### src/rtl/demux8_1to4_reg.sv
// One-to-four routing demux with a one-entry holding register per channel.
// Each channel offers its word to an independent consumer via valid/ack.
module demux8_1to4_reg #(
    parameter int WIDTH = 8
) (
    input  logic             clk,
    input  logic             rst,
    input  logic [WIDTH-1:0] din,
    input  logic [1:0]       sel,
    input  logic             in_valid,
    output logic             in_ready,
    output logic [WIDTH-1:0] A,
    output logic [WIDTH-1:0] B,
    output logic [WIDTH-1:0] C,
    output logic [WIDTH-1:0] D,
    output logic [3:0]       valid,
    input  logic [3:0]       ack,
    output logic [7:0]       xfer_count
);

    logic [WIDTH-1:0] data_p0 [4];
    logic [3:0]       vld_p0;
    logic [7:0]       cnt_p0;

    logic             xfer;
    logic [3:0]       load;
    logic [3:0]       pop;
    logic [3:0]       vld_next;

    always_comb begin
        // A channel being drained this cycle can take a new word without a bubble
        in_ready = ~vld_p0[sel] | ack[sel];
        xfer     = in_valid & in_ready;
        load     = 4'b0000;
        if (xfer) begin
            load[sel] = 1'b1;
        end
        pop      = ack & vld_p0;
        vld_next = (vld_p0 & ~pop) | load;
    end

    // Channel holding registers: data persists after a pop, only valid clears
    always_ff @(posedge clk or posedge rst) begin
        if (rst) begin
            for (int i = 0; i < 4; i++) begin
                data_p0[i] <= '0;
            end
            vld_p0 <= 4'b0000;
            cnt_p0 <= 8'd0;
        end else begin
            for (int i = 0; i < 4; i++) begin
                if (load[i]) begin
                    data_p0[i] <= din;
                end
            end
            vld_p0 <= vld_next;
            if (xfer) begin
                cnt_p0 <= cnt_p0 + 8'd1;
            end
        end
    end

    assign A          = data_p0[0];
    assign B          = data_p0[1];
    assign C          = data_p0[2];
    assign D          = data_p0[3];
    assign valid      = vld_p0;
    assign xfer_count = cnt_p0;

endmodule

### config.mk
export PLATFORM = sky130hd
export DESIGN_NAME = demux8_1to4_reg
export DESIGN_NICKNAME = d
export VERILOG_FILES = /design/src/rtl/demux8_1to4_reg.sv
export SDC_FILE = /design/constraint.sdc
export NUM_CORES = 1
export LEC_CHECK = 0
export CORE_ASPECT_RATIO = 0.6
export CORE_MARGIN = 2
export CORE_UTILIZATION = 45
export CTS_CLUSTER_DIAMETER = 40
export CTS_CLUSTER_SIZE = 12
export DETAILED_ROUTE_END_ITERATION = 12
export PLACE_DENSITY = 0.86
export SLEW_MARGIN = 40
export SYNTH_ARGS = -nofsm -noshare
export SYNTH_HDL_FRONTEND = slang
export SYNTH_SLANG_ARGS = --single-unit
### constraint.sdc
create_clock -name clk -period 2.47 [get_ports clk]
set_clock_uncertainty 0.2 [all_clocks]
set_input_delay 0.3705 -clock clk [delete_from_list [all_inputs] [get_ports clk]]
set_output_delay 0.3705 -clock clk [all_outputs]
set_load 0.01 [all_outputs]
Word-level counts from Yosys, hierarchy flattened:

Index checks and enable logic that the tools add are counted.

* logic and storage cells: 24
* register bits after elaboration: 44
* input bits: 17

* reduce and logical (&&, ||, !) cells: 1
* $lt $le $gt $ge: 2
* multiplexer cells: 7
* add/subtract/negate cells: 1
* bitwise logic cells: 7

Operators by type and width (count)
* $add 8x1->8 const B: 1
* $and 4x4->4: 2
* $bmux 1 s2: 2
* $mux 4: 1
* $not 4->4: 1
* $or 4x4->4: 1
* $lt 2x3->1 const B: 1
* $mux 1: 3
* $demux 1 s2: 1
* $ge 2x1->1 const B: 1
* $and 1x1->1: 1
* $logic_and 1x1->1: 1
* $not 1->1: 1
* $or 1x1->1: 1

Depth between registers and ports, before layout:

Gate-level depths: netlist of the first run.

* depth in word-level cells: 7
* gate-level depth with buffers: 5
* depth with buffers taken out: 4

Least setup slack after synthesis of the first run:

Ideal clock, no wire load.

* path type: input port to flip-flop
* from: input ack[1]
* to: register cnt_p0[1] (netlist: xfer_count[1])
* library setup time: 0.125 ns
* data required time: 2.145 ns
* cell stages on the path: 4
* path slack: 0.660 ns
* arrival time: 1.485 ns
* cell sequence: nand2b_1 > mux4_2 > nand2_4 > mux2_4

* cells in the longest elaborated chain, start to end: 4

Ends and longest elaborated chain
* from (decl): line 17 `input logic [3:0] ack,`
* $bmux 1 s2: line 32 `in_ready = ~vld_p0[sel] | ack[sel];`
* $mux 1 (not written as such): line 32
* $or 1x1->1: line 32
* via in_ready: line 11 `output logic in_ready,`
* $and 1x1->1: line 33 `xfer = in_valid & in_ready;`
* to (signal assigned): line 58 `cnt_p0 <= cnt_p0 + 8'd1;`
* to (decl): line 23 `logic [7:0] cnt_p0;`

The timed path passes the listed nets, and every way through them passes these cells. The select of a mux whose other input is x is not followed.
A chain may end at the register's enable or synchronous reset.

Worst setup path in the final report of the first run:

* from: input ack[2]
* to: output in_ready

* cells in the longest elaborated chain, start to end: 3

Ends and longest elaborated chain (line)
* $bmux 1 s2: 32
* $mux 1 (not written as such): 32
* $or 1x1->1: 32
* to (decl): 11

No other way between the ends. The select of a mux whose other input is x is not followed.

==> results.py, run 1 <==
metrics = {
    "finish": {
        "fill_cells": 254,
        "drive_gt1_frac": 0.296,
        "n_antenna_cell": 0,
        "syn_to_final_growth_pct": 47.9,
        "finish.utilization": 0.705,
        "final_nets": 213,
    },
    "place": {
        "gp_congestion": 0.750,
        "place.port_buffers": 61,
        "dp_hpwl_um": 3260,
    },
    "synth": {
        "synth_edf_count": 0,
        "ys_types": 22,
        "post-synth-top-area-cell": "dfrtp_1",
        "yosysWarnings": 0,
        "synth.cell_area_um2": 1780,
        "ys_seq_elements": 44,
        "syn-num-nets": 135,
        "synth_ff_type": "dfrtp_1",
        "synth_area_leaders": "dfrtp_1 (62%), mux2_2 (20%), xnor2_1 (3.4%), nand2b_4 (2.3%), nand3_1 (1.4%)",
        "synth_top_area_frac": 0.618,
        "async_reset_ff_frac": 1.00,
        "netlist_instances": 117,
        "syn_area_per_cell_um2": 15.2,
        "synthTopCellsByCount": "dfrtp_1 (44), mux2_2 (31), xnor2_1 (7), nand2_1 (5), nand3_1 (5)",
        "yosysMostFrequentCell": "dfrtp_1",
        "seq_area_frac_synth": 0.618,
    },
    "power": {
        "peakVddDrop_v": 0.000592,
        "p_leak_nw": 1.13,
        "power_density_nw_per_um2": 848,
        "p_total_mw": 2.24,
    },
    "drt": {
        "vias": 1270,
        "wl_per_cell_um": 18.2,
        "viasPerCell": 5.23,
        "ant_nets": 0,
        "drtPass1Iterations": 4,
        "drc": 0,
        "wl_um": 4420,
        "drt_iter0_drc": 65,
    },
    "clocking": {
        "cts.path.max_buffers": 2,
        "clk_pin_slew_ns": 0.08,
        "numCtsBuffers": 5,
        "h-tree-depth": 2,
        "ctsHoldBuffers": 0,
        "cts_tree": "yes",
        "clock_sinks": 44,
        "cts_root_buf": "clkbuf_8",
        "clk_latency_ns": 0.30,
    },
    "sta": {
        "report.final.hold_viol_count": 0,
        "fin_crit_ns": 2.32,
        "maxSlewHeadroom": 0.678,
        "rsz0062_at_grt": "no",
        "setup_violations": 0,
        "max_freq_ghz": 0.432,
        "drv_slew": 0,
        "period_share": 0.938,
        "worstMarginPinSlew_ns": 0.482,
    },
    "worst_setup_path": {
        "critPathLaunchType": "input pin",
        "crit_fanout": 3,
        "crit_type": "in -> out",
        "crit_path_max_incr_delay_ns": 0.49,
        "crit_arrival_ns": 1.75,
        "rrSetupSlack_ns": 0.63,
        "worstPathRequired_ns": 1.90,
        "end_kind": "output port",
        "crit_chain": "clkdlybuf4s50_1 > nand2b_4 > mux4_2 > dlygate4sd2_1",
        "cp_slowest_cell": "mux4_2",
    },
    "grt": {
        "grt_pass1_wl_um": 7070,
        "grt_usage": 0.219,
        "antenna_found_initial": 0,
        "grt_pass1_vias": 1350,
        "grt_max_degree": 28,
        "grt-ovfl-total": 0,
    },
    "run": {
        "maxCapViolCount": 0,
    },
    "floorplanning": {
        "start_util": 0.476,
        "coreArea_um2": 3740,
        "dieArea_um2": 4500,
        "die_w_um": 85.3,
        "die_h_um": 52.8,
        "io_pins": 62,
        "rows": 17,
    },
    "worst_hold_path": {
        "min_path_type": "in -> async",
    },
    "outcome": {
        "outcome": "finished clean",
    },
}
[report_power, final]
group / internal [mW] / switching, mW / leakage (nW)
Clock: 0.228 / 0.239 / 0.0455
Combinational: 0.477 / 0.280 / 0.558
Sequential: 0.889 / 0.124 / 0.532
[worst max-delay path, delay by kind of cell]
kind / cells / cell delay [ns]
and+or+nand+nor: 1 / 0.15
buffers and inverters: 2 / 0.74
muxes: 1 / 0.49
[path summary, 6_finish.rpt]
kind / startpoint / endpoint / cells past startpoint
min in group clk: D[3]$_DFFE_PP0P_ / D[3]$_DFFE_PP0P_ / 1
worst min-delay path: rst / xfer_count[0]$_DFFE_PP0P_ / 2
worst max register to register: valid[2]$_DFF_PP0_ / xfer_count[1]$_DFFE_PP0P_ / 5
worst min register to register: D[3]$_DFFE_PP0P_ / D[3]$_DFFE_PP0P_ / 1
worst max-delay path: ack[2] / in_ready / 4
max in group asynchronous: rst / D[0]$_DFFE_PP0P_ / 3
[cells by family after synthesis]
logic type	Yosys count	share of synthesized area
flip-flops	44	0.618
multiplexers	34	0.223
AND/OR/NAND/NOR	25	0.102
XOR/XNOR	7	0.0344
buffers and inverters	5	0.0126
AO/OA/AOI/OAI	1	0.00280
adder cells (fa/ha/maj)	1	0.00702
[registers in the layout, summed over array words and instances, names as in the netlist]
register	count
A	8
B	8
C	8
D	8
xfer_count	8
valid	4
[area by class of cell]
type | count | area (um^2) | area share
clock buffers | 8 | 90.1 | 0.0342
flip-flops and latches | 44 | 1100 | 0.417
repair buffers | 74 | 719 | 0.273
inverters | 2 | 8.76 | 0.00332
multi-input cells | 68 | 659 | 0.250
well taps | 47 | 58.8 | 0.0223
[metrics by stage]
stage	hold WS, ns	worst slack [ns]	setup TNS [ns]	cell area (um^2)	std cells
2_1_floorplan	0.280	0.660	0	1780	117
3_3_place_gp	0.262	-0.00141	-0.00141	2550	235
3_5_place_dp	0.285	-0.0366	-0.0366	2550	235
4_1_cts	0.201	0.152	0	2640	243
5_1_grt	0.229	0.127	0	2640	243
6_report	0.194	0.154	0	2640	243
[layout by cell type, fill, tap and decap left out, drive strengths merged]
| cell | count |
|---|---|
| and2 | 1 |
| and3 | 3 |
| and4b | 1 |
| buf | 13 |
| clkbuf | 8 |
| clkdlybuf4s50 | 60 |
| clkinv | 1 |
| dfrtp | 44 |
| dlygate4sd2 | 1 |
| ha | 1 |
| inv | 1 |
| mux2 | 33 |
| mux4 | 1 |
| nand2 | 6 |
| nand2b | 4 |
| nand3 | 5 |
| nand4 | 2 |
| nor2b | 1 |
| nor3b | 2 |
| o21ai | 1 |
| xnor2 | 7 |
[timing repair]
action / 4_1_cts / 5_1_grt
buffers inserted: 0 / 0
endpoints found under the hold margin: 0 / 0
gates resized for setup: 1 / 0
endpoints found under the setup margin: 1 / 0
[routing by layer]
| metal | vias up | GRT usage | share of wire |
|---|---|---|---|
| met5 | - | 0 | 0 |
| met4 | 0 | 0.116 | 0.020 |
| met3 | 9 | 0.0850 | 0.082 |
| met2 | 46 | 0.340 | 0.46 |
| met1 | 649 | 0.269 | 0.43 |
| li1 | 566 | - | - |
No activity file was read; power rests on OpenSTA's default activity.
==> inputs of run 2 (changes only) <==
--- a/config.mk
+++ b/config.mk
@@ -9,7 +9,7 @@
 export CORE_MARGIN = 2
 export CORE_UTILIZATION = 45
 export CTS_CLUSTER_DIAMETER = 40
-export CTS_CLUSTER_SIZE = 12
+export CTS_CLUSTER_SIZE = 8
 export DETAILED_ROUTE_END_ITERATION = 12
 export PLACE_DENSITY = 0.86
 export SLEW_MARGIN = 40
==> results of run 2 <==
The final DEF is identical to that of run 1; final timing and power are the same.
